### src/rtl/hazard_scoreboard.sv
// hazard_scoreboard: tracks one outstanding multi-cycle op and stalls ID on RAW/WAW/structural hazards
module hazard_scoreboard (
    input  logic        clk,
    input  logic        rst_n,
    input  logic        issue_valid,
    input  logic        issue_mc,
    input  logic [4:0]  issue_rd,
    input  logic        issue_fp,
    input  logic [4:0]  rs1_id,
    input  logic [4:0]  rs2_id,
    input  logic [1:0]  rs_used,
    input  logic [1:0]  float_read,
    input  logic        mc_done,
    input  logic        cnt_clr,
    output logic        id_stall,
    output logic        pc_stall,
    output logic        pipe_hold,
    output logic        wb_sel_mc,
    output logic [4:0]  wb_rd,
    output logic        wb_fp,
    output logic        busy,
    output logic [15:0] stall_cnt
);
    typedef enum logic [1:0] {IDLE, BUSY, WB} state_t;
    state_t     state;
    logic       pend_v;
    logic [4:0] pend_rd;
    logic       pend_fp;
    logic       raw;
    logic       waw;
    logic       str_haz;
    logic       stall;
    // hazard detection against the single pending destination
    always_comb begin
        raw     = pend_v && ((rs_used[1] && rs1_id == pend_rd && float_read[1] == pend_fp) ||
                             (rs_used[0] && rs2_id == pend_rd && float_read[0] == pend_fp));
        waw     = issue_valid && pend_v && issue_rd == pend_rd && issue_fp == pend_fp;
        str_haz = issue_valid && issue_mc && state != IDLE;
        stall   = raw || waw || str_haz || state == WB;
    end
    assign id_stall = stall;
    assign pc_stall = stall;
    assign wb_rd    = pend_rd;
    assign wb_fp    = pend_fp;
    // issue / wait / writeback sequencing; integer x0 is never marked pending
    always_ff @(posedge clk or negedge rst_n) begin
        if (!rst_n) begin
            state     <= IDLE;
            pend_v    <= 1'b0;
            pend_rd   <= 5'd0;
            pend_fp   <= 1'b0;
            wb_sel_mc <= 1'b0;
            pipe_hold <= 1'b0;
            busy      <= 1'b0;
        end else begin
            case (state)
                IDLE: if (issue_valid && issue_mc && !stall) begin
                    pend_rd <= issue_rd;
                    pend_fp <= issue_fp;
                    pend_v  <= (issue_rd != 5'd0) || issue_fp;
                    busy    <= 1'b1;
                    state   <= BUSY;
                end
                BUSY: if (mc_done) begin
                    wb_sel_mc <= 1'b1;
                    pipe_hold <= 1'b1;
                    state     <= WB;
                end
                WB: begin
                    pend_v    <= 1'b0;
                    wb_sel_mc <= 1'b0;
                    pipe_hold <= 1'b0;
                    busy      <= 1'b0;
                    state     <= IDLE;
                end
                default: state <= IDLE;
            endcase
        end
    end
    // saturating stall-cycle counter, clear wins over increment
    always_ff @(posedge clk or negedge rst_n) begin
        if (!rst_n) stall_cnt <= 16'd0;
        else stall_cnt <= cnt_clr ? 16'd0 : (stall && stall_cnt != 16'hFFFF) ? stall_cnt + 16'd1 : stall_cnt;
    end
endmodule

### config.mk
export PLATFORM = sky130hd
export DESIGN_NAME = hazard_scoreboard
export DESIGN_NICKNAME = d
export VERILOG_FILES = /design/src/rtl/hazard_scoreboard.sv
export SDC_FILE = /design/constraint.sdc
export NUM_CORES = 1
export LEC_CHECK = 0
export BUFFER_PORTS_ARGS = -buffer_cell sky130_fd_sc_hd__buf_2
export CORE_MARGIN = 2
export CORE_UTILIZATION = 50
export DETAILED_ROUTE_END_ITERATION = 7
export GPL_TIMING_DRIVEN = 0
export HOLD_SLACK_MARGIN = 0.1
export PLACE_DENSITY = 0.79
export SETUP_SLACK_MARGIN = 0.05
export SLEW_MARGIN = 20
export SYNTH_ARGS = -nofsm -noshare
export SYNTH_HDL_FRONTEND = slang
export SYNTH_SLANG_ARGS = --single-unit
### constraint.sdc
create_clock -name clk -period 2.52 [get_ports clk]
set_input_delay 0.378 -clock clk [delete_from_list [all_inputs] [get_ports clk]]
set_output_delay 0.378 -clock clk [all_outputs]
set_load 0.05 [all_outputs]
* After elaboration in Yosys (flattened, before gate mapping)
Index checks and enable logic that the tools add are counted.
Cells by class: reductions and logical operators 28, muxes and demuxes 11, eq/ne operators 11, add/sub/neg operators 1
Operators by type and width (count):
- 16-bit two-way mux | 2
- 16-bit by 1-bit adder with 16-bit output (second input constant) | 1
- 16-bit inequality test (second input constant) | 1
- 5-bit == test | 3
- 1-bit logical AND | 12
- 2-bit AND reduction | 4
- 2-bit nonzero test | 4
- 1-bit case mux with 2 select lines | 3
- 1-bit logical OR | 5
- 5-bit nonzero test | 1
- 2-bit two-way mux | 2
- 2-bit inequality test (second input constant) | 2
- 2-bit case mux with 2 select lines | 1
- 1-bit == test | 3
- 1-bit two-way mux | 3
- 2-bit by 1-bit == test with 1-bit output (second input constant) | 1
- 2-bit == test (second input constant) | 1
- 2-bit logical NOT | 1
- 1-bit logical NOT | 1
Word-level totals: output and inout port bits 27, input bits 26, bits in registers 27

* Logic depth before layout (Yosys ltp)
Gate-level depths: netlist (run 1).
depth after elaboration 12, depth in mapped cells 8, depth with buffers taken out 7

* Worst setup path before layout (run 1)
OpenSTA, ideal clock, no wires.
kind register to output, start register pend_rd[1], in the netlist wb_rd[1], end output port pc_stall, data arrival time 2.243 ns, data required time 2.142 ns, stages on the path, launching flop included 7, slack -0.101 ns, buffers on the path 1, cells stage by stage dfrtp_1 -> xnor2_1 -> nand4_1 -> nor4_1 -> o21ai_0 -> nand2_1 -> buf_4
On the way: longest elaborated chain between the ends 8, elaborated cells on any way between the ends 14, those cells by class eq/ne (3); reduce/logical (11)
Ends and longest elaborated chain:
- from (decl) | RTL line 27 | logic [4:0] pend_rd;
- from (signal assigned) | RTL line 58 | pend_rd <= issue_rd;
- 5-bit == test, on equally long branches | RTL line 35, 36
- 1-bit logical AND, on equally long branches (2 in a row) | RTL line 35, 36
- 1-bit logical OR | RTL line 35 | raw = pend_v && ((rs_used[1] && rs1_id == pend_rd && float_read[1] == pend_fp) ||
- 1-bit logical AND | RTL line 35
- 1-bit logical OR * (3 in a row) | RTL line 39 | stall = raw || waw || str_haz || state == WB;
- to (decl) | RTL line 16 | output logic pc_stall,
Mark *: on every way between the ends. The rest lies on a longest branch, timed or not.

* Worst setup path after layout (run 1)
start register pend_rd[0], in the netlist wb_rd[0], end output port id_stall
On the way: longest elaborated chain between the ends 8, elaborated cells on any way between the ends 14, those cells by class eq/ne (3); reduce/logical (11)
Ends and longest elaborated chain:
- 5-bit == test, on equally long branches | RTL line 35, 36
- 1-bit logical AND, on equally long branches (2 in a row) | RTL line 35, 36
- 1-bit logical OR | RTL line 35
- 1-bit logical AND | RTL line 35
- 1-bit logical OR * (3 in a row) | RTL line 39
- to (decl) | RTL line 15 | output logic id_stall,
Marks and branches as above.

==> results of run 1 <==
==> layer usage <==
layer | part of all wire | wire length [microns] | up-vias
met1 | 0.43 | 1590 | 677
met4 | 0.017 | 62 | 0
met3 | 0.059 | 215 | 7
met2 | 0.49 | 1800 | 53
met5 | 0 | 0 | -
li1 | - | - | 712
==> kinds of logic (layout without fill, tap and decap cells) <==
family | count (synthesis) | count (layout) | synth area share
AO/OA/AOI/OAI | 30 | 30 | 0.120
AND/OR/NAND/NOR | 66 | 66 | 0.223
XOR/XNOR | 20 | 20 | 0.109
adder cells (fa/ha/maj) | 1 | 1 | 0.00778
multiplexers | 14 | 14 | 0.0965
buffers and inverters | 8 | 66 | 0.0241
flip-flops | 27 | 27 | 0.420
==> worst min path at each step <==
stage,startpoint,to,slack (ns),cells after the start
after floorplan,rst_n,busy,0.08,0
after global placement,rst_n,stall_cnt[4],0.42,1
after detailed placement,rst_n,stall_cnt[6],0.42,1
after CTS,mc_done,state[0],0.22,2
after global routing,mc_done,state[0],0.20,2
final,mc_done,state[0],0.22,2
==> worst max-delay path: cells and delay by family, from the launching register on <==
kind | cells | cell delay [ns]
AND/OR/NAND/NOR | 2 | 0.23
XOR/XNOR | 1 | 0.17
buffers and inverters | 1 | 0.26
AO/OA/AOI/OAI | 2 | 0.49
flip-flops | 1 | 0.48
==> power by group <==
| part | internal (mW) | total, mW | switching (mW) |
|---|---|---|---|
| combinational | 0.217 | 0.621 | 0.404 |
| clock | 0.0597 | 0.192 | 0.132 |
| sequential | 0.501 | 0.591 | 0.0897 |
==> repair_timing <==
action,4_1_cts,5_1_grt
hold endpoints to repair,27,0
hold buffers,1,0
gates resized for setup,2,6
pin swaps,0,2
setup endpoints to repair,2,2
buffers inserted,0,1
==> final cells by class <==
type                    count  area share
plain buffers               5      0.0137
clock buffers               3      0.0112
clock inverters             1     0.00249
inverters                   3     0.00559
multi-input cells         131       0.459
flip-flops and latches     27       0.340
well taps                  44      0.0273
repair buffers             54       0.141
==> cell usage in the layout (no fill, tap or decap), drive strengths merged, types with 2 or more instances in the layout <==
| master | instances |
|---|---|
| a21boi | 2 |
| a21oi | 12 |
| and2 | 2 |
| and3 | 2 |
| buf | 56 |
| clkbuf | 5 |
| dfrtp | 27 |
| inv | 3 |
| mux2 | 12 |
| mux2i | 2 |
| nand2 | 14 |
| nand2b | 2 |
| nand3 | 6 |
| nand4 | 10 |
| nor2 | 12 |
| nor2b | 7 |
| nor3 | 2 |
| o21ai | 9 |
| o31ai | 2 |
| or3 | 4 |
| or4 | 4 |
| xnor2 | 16 |
| xor2 | 4 |
==> sequential cells by signal, indices dropped and copies added (netlist names) <==
signal / flops
wb_fp: 1
stall_cnt: 16
state: 2
pend_v: 1
wb_sel_mc: 1
wb_rd: 5
busy: 1
==> synth_stat cells (3+ instances only) <==
library cell	instances
nand4_1	9
dfrtp_1	27
or3_1	4
xor2_1	4
nor2_1	12
nor2b_1	7
or4_1	3
inv_1	3
a21oi_1	12
xnor2_1	16
mux2_2	6
nand3_1	6
mux2_1	6
nand2_1	14
o21ai_0	8
==> through the flow <==
stage,hold WS (ns),cells,utilization
global route,0.201,268,0.659
floorplan,0.0824,166,-
finish,0.219,268,0.659
global placement,0.423,262,0.633
CTS,0.220,267,0.650
detailed placement,0.423,262,0.633
==> impl_results.md, run 1 <==
* Run status: finished clean
* Slowest-stage cell, CP: dfrtp_2
* Remaining DRCs at 0
* Syn Nets at 193
* Max_cap viols at 0
* Mean post-synth cell area at 9.69 sq um
* Slew Limit Fails at 0
* Critical path class: reg2out
* Layout cell share with drive strength beyond 1 at 0.357
* Power per Cell Area at 697 nW/um^2
* Synth Flop Type: dfrtp_1
* Met1 Resource Use GR at 0.261
* Yosys cell types at 36
* CP Data Required Time at 2.14 ns
* Dpl cell area at 1930 sq um
* Post-Syn Instances at 166
* Max Clock Skew at 0.00513 ns
* Routed len/inst at 13.7 microns
* CP Max Fanout at 5
* Cell area after synthesis at 1610 sq um
* Maximum VDD drop at 0.486 mV
* Period utilization at 0.930
* Post-synth EDFFs at 0
* Hold Vio Cnt, Final at 0
* Reg2reg setup slack at 0.22 ns
* Drt total wl at 3670 microns
* RSZ-0062 raised after global routing: no
* Cells along the critical path: xnor2_1 > nand4_1 > o22ai_1 > o21ai_1 > nand2_1 > buf_2
* Design Area, Final at 2010 sq um
* GRT busiest layer: met2
* CTS Buf Count at 3
* Post-synthesis sequential area ratio at 0.420
* Critical Path AT at 1.97 ns
* Pre-CTS WS at 0.145 ns
* Max incr delay on CP at 0.48 ns
* Async S/R FF share, synth at 1.00
* CORE AREA at 3050 sq um
* Worst Setup EP: id_stall
* Reg2Reg Depth at 7
* Initial antenna violation count at 0
* Synth area leader: dfrtp_1
* Die X at 60.7 microns
* Post-route ant nets at 0
* Vias/cell at 5.41
* Setup WS post-layout at 0.177 ns
* CTS Buffer Depth at 2
* Critical path origin: wb_rd[0]
* Htree depth at 1
* Critical R2R Launch: wb_rd[1]
* M3 GR Usage at 0.0320
* Nets at 252
* Rows at 20
* Worst min path class: in2reg
* DRT Pass-1 Iters at 4
* DR iter-0 viols at 82
* Least-Margin Pin Slew at 0.609 ns
* Gpl congestion at 0.810
* Via Count at 1449
* # IOs at 53
* Post-layout total power at 1.40 mW
* Leakage power figure at 0.932 nW
* Area Growth Syn to Fin at 25.2%
* Reg-to-Reg End: stall_cnt[6]
* Post-synthesis register bit count at 27
* Area occupied by multi-input gates at 923 sq um
* Die area at 3690 sq um
* CTS tree: done
* Clk root buf: clkbuf_4
* Reg area at 684 sq um
* Synth top area share at 0.420
* Die Y at 60.7 microns
* Vias in the first global route at 1358
* Crit end category: primary output
* Fmax at 427 MHz
* Number of setup violations in the final report at 0
* Clock latency on the worst-skew pair at 0.33 ns
* Synth warn at 0
* CTS clk-pin slew, worst paths at 0.15 ns
* CTS sink count at 27
* CP Launch Type: flip-flop
* Setup Total Neg Slack at 0 ns
* Total gr overflow at 0
* Largest net degree at the start of global routing at 28
* Initial Utilization at 0.527
* N_diodes at 0
* DP Wirelength at 2760 microns
* Largest cells by area after synthesis: dfrtp_1 42%, xnor2_1 8.7%, mux2_1 4.2%, mux2_2 4.2%, a21oi_1 3.7%
* Minimum clock period at 2.34 ns
* Total track usage at 0.213
* First-pass GRT wire length at 5870 microns
* Met2 usage at 0.373
* Port bufs at 52
* Number of fillers in the final layout at 282
* Slew HR at 0.594
Note: power is estimated with default switching activity, not from simulation.
==> run 2: changes to the inputs <==
Settings changed: REMOVE_ABC_BUFFERS from default to 1.
==> impl_results.md, run 2 (same netlist as run 1, synthesis figures left out) <==
* Maximum VDD drop at 0.458 mV (-5.9%)
* Total gr overflow at 0 (unchanged)
* Rows at 20 (unchanged)
* Remaining DRCs at 0 (unchanged)
* Crit end category: primary output
* Hold Vio Cnt, Final at 0 (unchanged)
* Setup WS post-layout at 0.145 ns (-0.0318 ns)
* Sw frac at 0.455 (+0.00867)
* Finished Layout Cells at 263 (-1.9%)
* N_diodes at 0 (unchanged)
* Layout cell share with drive strength beyond 1 at 0.333 (-0.0238)
* Met2 usage at 0.330 (-0.0430)
* Setup Total Neg Slack at 0 ns (unchanged)
* Drt total wl at 3470 microns (-5.5%)
* CTS Buf Count at 3 (unchanged)
* # IOs at 53 (unchanged)
* Via Count at 1413 (-2.5%)
* Vias in the first global route at 1228 (-9.6%)
* Clock latency on the worst-skew pair at 0.34 ns (about the same)
* Fmax at 421 MHz (-1.3%)
* Period utilization at 0.942 (+0.0126)
* Final core occ at 0.645 (-0.0139)
* RSZ-0062 raised after global routing: yes
* Max reg flops at 16 (unchanged)
* Run status: finished clean
* Most frequent cells in the layout: 52 x buf_2, 24 x dfrtp_1, 16 x xnor2_1
* Minimum clock period at 2.38 ns (+0.0318 ns)
* Reg2Reg Depth at 6 (-1)
* Power per Cell Area at 696 nW/um^2 (-0.21%)
* Initial antenna violation count at 0 (unchanged)
* Critical path class: reg2out
* Vias/cell at 5.37 (-0.63%)
* Least-Margin Pin Slew at 0.584 ns (-0.0255 ns)
* Initial Utilization at 0.527 (unchanged)
* Area Growth Syn to Fin at 22.6%
* Gpl congestion at 0.767 (-5.3%)
* Commonest non-fill, non-tap cell in the layout: buf_2
* CTS Buffer Depth at 2 (unchanged)
* Clock power share at 0.142 (+0.005)
* Critical Path AT at 2.00 ns (+0.03 ns)
* Number of setup violations in the final report at 0 (unchanged)
* First-pass GRT wire length at 5390 microns (-8.1%)
* Total track usage at 0.194 (-0.0189)
* Leakage power figure at 0.903 nW (-3.2%)
* Worst min path class: in2reg
* CORE AREA at 3050 sq um (unchanged)
* Met1 Resource Use GR at 0.259 (-0.00106)
* CTS clk-pin slew, worst paths at 0.14 ns (about the same)
* Port bufs at 52 (unchanged)
* M3 GR Usage at 0.0405 (+0.00853)
* Nets at 247 (-2.0%)
* Post-layout total power at 1.37 mW (-2.3%)
* CP Data Required Time at 2.14 ns (about the same)
* Design Area, Final at 1970 sq um (-2.1%)
* Clk root buf: clkbuf_4
* Placed cells at 257 (-1.9%)
* Slew Limit Fails at 0 (unchanged)
* Dpl cell area at 1900 sq um (-1.9%)
* Post-route ant nets at 0 (unchanged)
* Internal cell power at 0.748 mW (-3.9%)
* DR iter-0 viols at 44 (-46%)
* Gate power share at 0.433 (-0.009)
* Die X at 60.7 microns (unchanged)
* DP Wirelength at 2580 microns (-6.5%)
* Routed len/inst at 13.2 microns (-3.7%)
* CTS sink count at 27 (unchanged)
* Psw at 0.624 mW (-0.42%)
* Htree depth at 1 (unchanged)
* CTS tree: done
* Hold Path Depth at 2 (unchanged)
* Largest net degree at the start of global routing at 28 (unchanged)
* CP Max Fanout at 5 (unchanged)
* Slew HR at 0.611 (+0.0170)
* Die area at 3690 sq um (unchanged)
* Seq pwr share at 0.425 (+0.004)
* Die Y at 60.7 microns (unchanged)
* Pre-CTS WS at 0.123 ns (-0.0218 ns)
* Largest reg by FF count: stall_cnt
* GRT busiest layer: met2
* Hold slack final at 0.240 ns (+0.0208 ns)
* DRT Pass-1 Iters at 4 (unchanged)
* CP Launch Type: flip-flop
* Max_cap viols at 0 (unchanged)
* Max Clock Skew at 0.00567 ns (+0.000543 ns)
## run 2: changes by cell type in the layout (fill, tap and decap cells not counted), sizes merged
cell and delta:
buf -3, clkinv -1, clkbuf -1
## run 2: critical path, cell delays in order, from the launching register on
cell,delay (ns)
dfrtp_1,0.49
xnor2_1,0.16
nand4_1,0.19
nor4_4,0.25
o21ai_0,0.18
nand2_1,0.13
buf_2,0.27
## run 2: power groups by stage
stage,registers (mW),logic [mW],clock network [mW]
final,0.582,0.594,0.195
after global routing,0.595,0.631,0.218
after CTS,0.584,0.582,0.201
after detailed placement,0.591,0.574,0
after global placement,0.590,0.562,0
after floorplan,0.782,0.227,0
## run 2: worst paths after layout
kind                              start       endpoint  slack, ns
max                            wb_rd[0]       id_stall       0.14
min                             mc_done       state[0]       0.24
max reg2reg                stall_cnt[3]   stall_cnt[5]       0.16
min reg2reg                        busy           busy       0.51
max in group asynchronous         rst_n   stall_cnt[3]       1.56
min in group asynchronous         rst_n  stall_cnt[11]       0.55
## run 2: repair_timing
action | in CTS | in global routing
buffers inserted | 0 | 1
pin swaps | 0 | 1
hold buffers | 1 | 0
setup endpoints to repair | 2 | 9
resized for setup | 1 | 7
endpoints found under the hold margin | 27 | 0
## run 2: layout make-up
| cell class | count | area (sq um) |
|---|---|---|
| sequential | 27 | 679 |
| fill | 276 | 1080 |
| timing repair buffer | 54 | 278 |
| inverter | 3 | 11.3 |
| clock buffer | 4 | 26.3 |
| tap | 44 | 55.1 |
| multi-input combinational | 131 | 921 |
## run 2: layer usage
| layer | wire [microns] | share of wire | vias up |
|---|---|---|---|
| li1 | - | - | 707 |
| met1 | 1590 | 0.46 | 663 |
| met2 | 1690 | 0.49 | 41 |
| met3 | 171 | 0.049 | 2 |
| met4 | 21 | 0.0061 | 0 |
| met5 | 0 | 0 | - |
==> run 3: changes to the inputs <==
Settings changed: RECOVER_POWER from default to 50.
==> impl_results.md, run 3 (same netlist as run 1, synthesis figures left out) <==
* Leakage power figure at 0.858 nW (-4.9%)
* Nets at 247 (unchanged)
* Remaining DRCs at 0 (unchanged)
* CORE AREA at 3050 sq um (unchanged)
* Crit path buf inv count at 1 (unchanged)
* Cells along the critical path: xnor2_1 > nand4_1 > nor4_4 > o21ai_0 > nand2_1 > buf_2
* Least-Margin Pin Slew at 1.40 ns (+0.815 ns)
* Total gr overflow at 0 (unchanged)
* Post-route ant nets at 0 (unchanged)
* Rows at 20 (unchanged)
* Power per Cell Area at 698 nW/um^2 (+0.26%)
* Setup WS post-layout at 0.149 ns (+0.00427 ns)
* Die area at 3690 sq um (unchanged)
* Hold slack final at 0.243 ns (+0.00283 ns)
* Fmax at 422 MHz (+0.18%)
* Via Count at 1420 (+0.50%)
* CP Data Required Time at 2.14 ns (about the same)
* Vias in the first global route at 1228 (unchanged)
* Max Clock Skew at 0.00616 ns (+0.000490 ns)
* Clock latency on the worst-skew pair at 0.34 ns (about the same)
* CTS sink count at 27 (unchanged)
* Period utilization at 0.941 (-0.00170)
* Design Area, Final at 1960 sq um (-0.76%)
* Number of setup violations in the final report at 0 (unchanged)
* Total track usage at 0.194 (unchanged)
* Critical R2R Launch: stall_cnt[3]
* Port bufs at 52 (unchanged)
* Max incr delay on CP at 0.49 ns (about the same)
* Setup Total Neg Slack at 0 ns (unchanged)
* RSZ-0062 raised after global routing: yes
* Initial antenna violation count at 0 (unchanged)
* Layout cell share with drive strength beyond 1 at 0.279 (-0.0548)
* CTS Buffer Depth at 2 (unchanged)
* Finished Layout Cells at 263 (unchanged)
* Gpl congestion at 0.767 (unchanged)
* CP Launch Type: flip-flop
* Pre-CTS WS at 0.123 ns (unchanged)
* Initial Utilization at 0.527 (unchanged)
* Critical path class: reg2out
* CTS clk-pin slew, worst paths at 0.14 ns (about the same)
* Critical Path AT at 1.99 ns (about the same)
* Slew Limit Fails at 0 (unchanged)
* Die X at 60.7 microns (unchanged)
* Max_cap viols at 0 (unchanged)
* Slew HR at 0.0677 (-0.543)
* Placed cells at 257 (unchanged)
* Reg2Reg Depth at 6 (unchanged)
* Max reg flops at 16 (unchanged)
* First-pass GRT wire length at 5390 microns (unchanged)
* CP Max Fanout at 5 (unchanged)
* Family with the most delay on the worst path: simple AND/OR/NAND/NOR gates
* CTS tree: done
* Maximum VDD drop at 0.444 mV (-2.9%)
* WP depth at 6 (unchanged)
* Clk root buf: clkbuf_4
* Commonest non-fill, non-tap cell in the layout: buf_2
* Post-layout total power at 1.36 mW (-0.50%)
* CTS Buf Count at 3 (unchanged)
* Largest reg by FF count: stall_cnt
* Final core occ at 0.641 (-0.00492)
* Die Y at 60.7 microns (unchanged)
* # IOs at 53 (unchanged)
* N_diodes at 0 (unchanged)
* Area Growth Syn to Fin at 21.6%
* DR iter-0 viols at 44 (unchanged)
* Largest net degree at the start of global routing at 28 (unchanged)
* Drt total wl at 3460 microns (about the same)
* Reg-to-Reg End: stall_cnt[15]
* Routed len/inst at 13.2 microns (about the same)
* DRT Pass-1 Iters at 4 (unchanged)
* Critical path origin: wb_rd[0]
* Crit end category: primary output
* Slowest-stage cell, CP: dfrtp_1
* Htree depth at 1 (unchanged)
* Run status: finished clean
* Minimum clock period at 2.37 ns (-0.00427 ns)
* Hold Vio Cnt, Final at 0 (unchanged)
* Vias/cell at 5.40 (+0.50%)
* Most frequent cells in the layout: 40 x buf_2, 24 x dfrtp_1, 16 x xnor2_1
* Worst Setup EP: id_stall
* Worst min path class: in2reg
* Dpl cell area at 1900 sq um (unchanged)
* DP Wirelength at 2580 microns (unchanged)
* Reg2reg setup slack at 0.17 ns (about the same)
run 3: timing repair:
action	CTS	global route
setup buffers	0	1
hold endpoints to repair	27	0
pin swaps	0	1
cloned	0	0
resized for setup	1	7
hold buffers	1	0
endpoints found under the setup margin	2	9
run 3: how the worst min path moves through the flow:
stage	from	endpoint	slack, ns	depth (start not counted)
after CTS	mc_done	state[0]	0.24	2
after detailed placement	rst_n	stall_cnt[11]	0.42	1
after global placement	rst_n	stall_cnt[11]	0.42	1
final	mc_done	state[0]	0.24	2
after floorplan	rst_n	busy	0.08	0
after global routing	mc_done	state[0]	0.24	2
run 3: worst register-to-register path: stages, from the launching register on:
cell and delay [ns]:
dfrtp_2 0.46, nand4_2 0.21, or4_4 0.60, and3_4 0.22
a32oi_4 0.31, a21oi_1 0.13, mux2_1 0.32
run 3: area by class of cell:
type / instances / area (sq um)
Clock buffer: 4 / 26.3
Fill cell: 286 / 1100
Inverter: 3 / 11.3
Multi-Input combinational cell: 131 / 921
Sequential cell: 27 / 679
Tap cell: 44 / 55.1
Timing Repair Buffer: 54 / 263
run 3: where the power goes:
group / switching [mW] / internal (mW)
Sequential: 0.0888 / 0.494
Combinational: 0.403 / 0.185
Clock: 0.132 / 0.0623
run 3: per-layer routing:
metal | global-route usage | vias to the layer above | wire length [microns]
met2 | 0.330 | 44 | 1690
met3 | 0.0405 | 2 | 181
met5 | 0 | - | 0
met4 | 0.0373 | 0 | 16
li1 | - | 707 | -
met1 | 0.259 | 667 | 1580
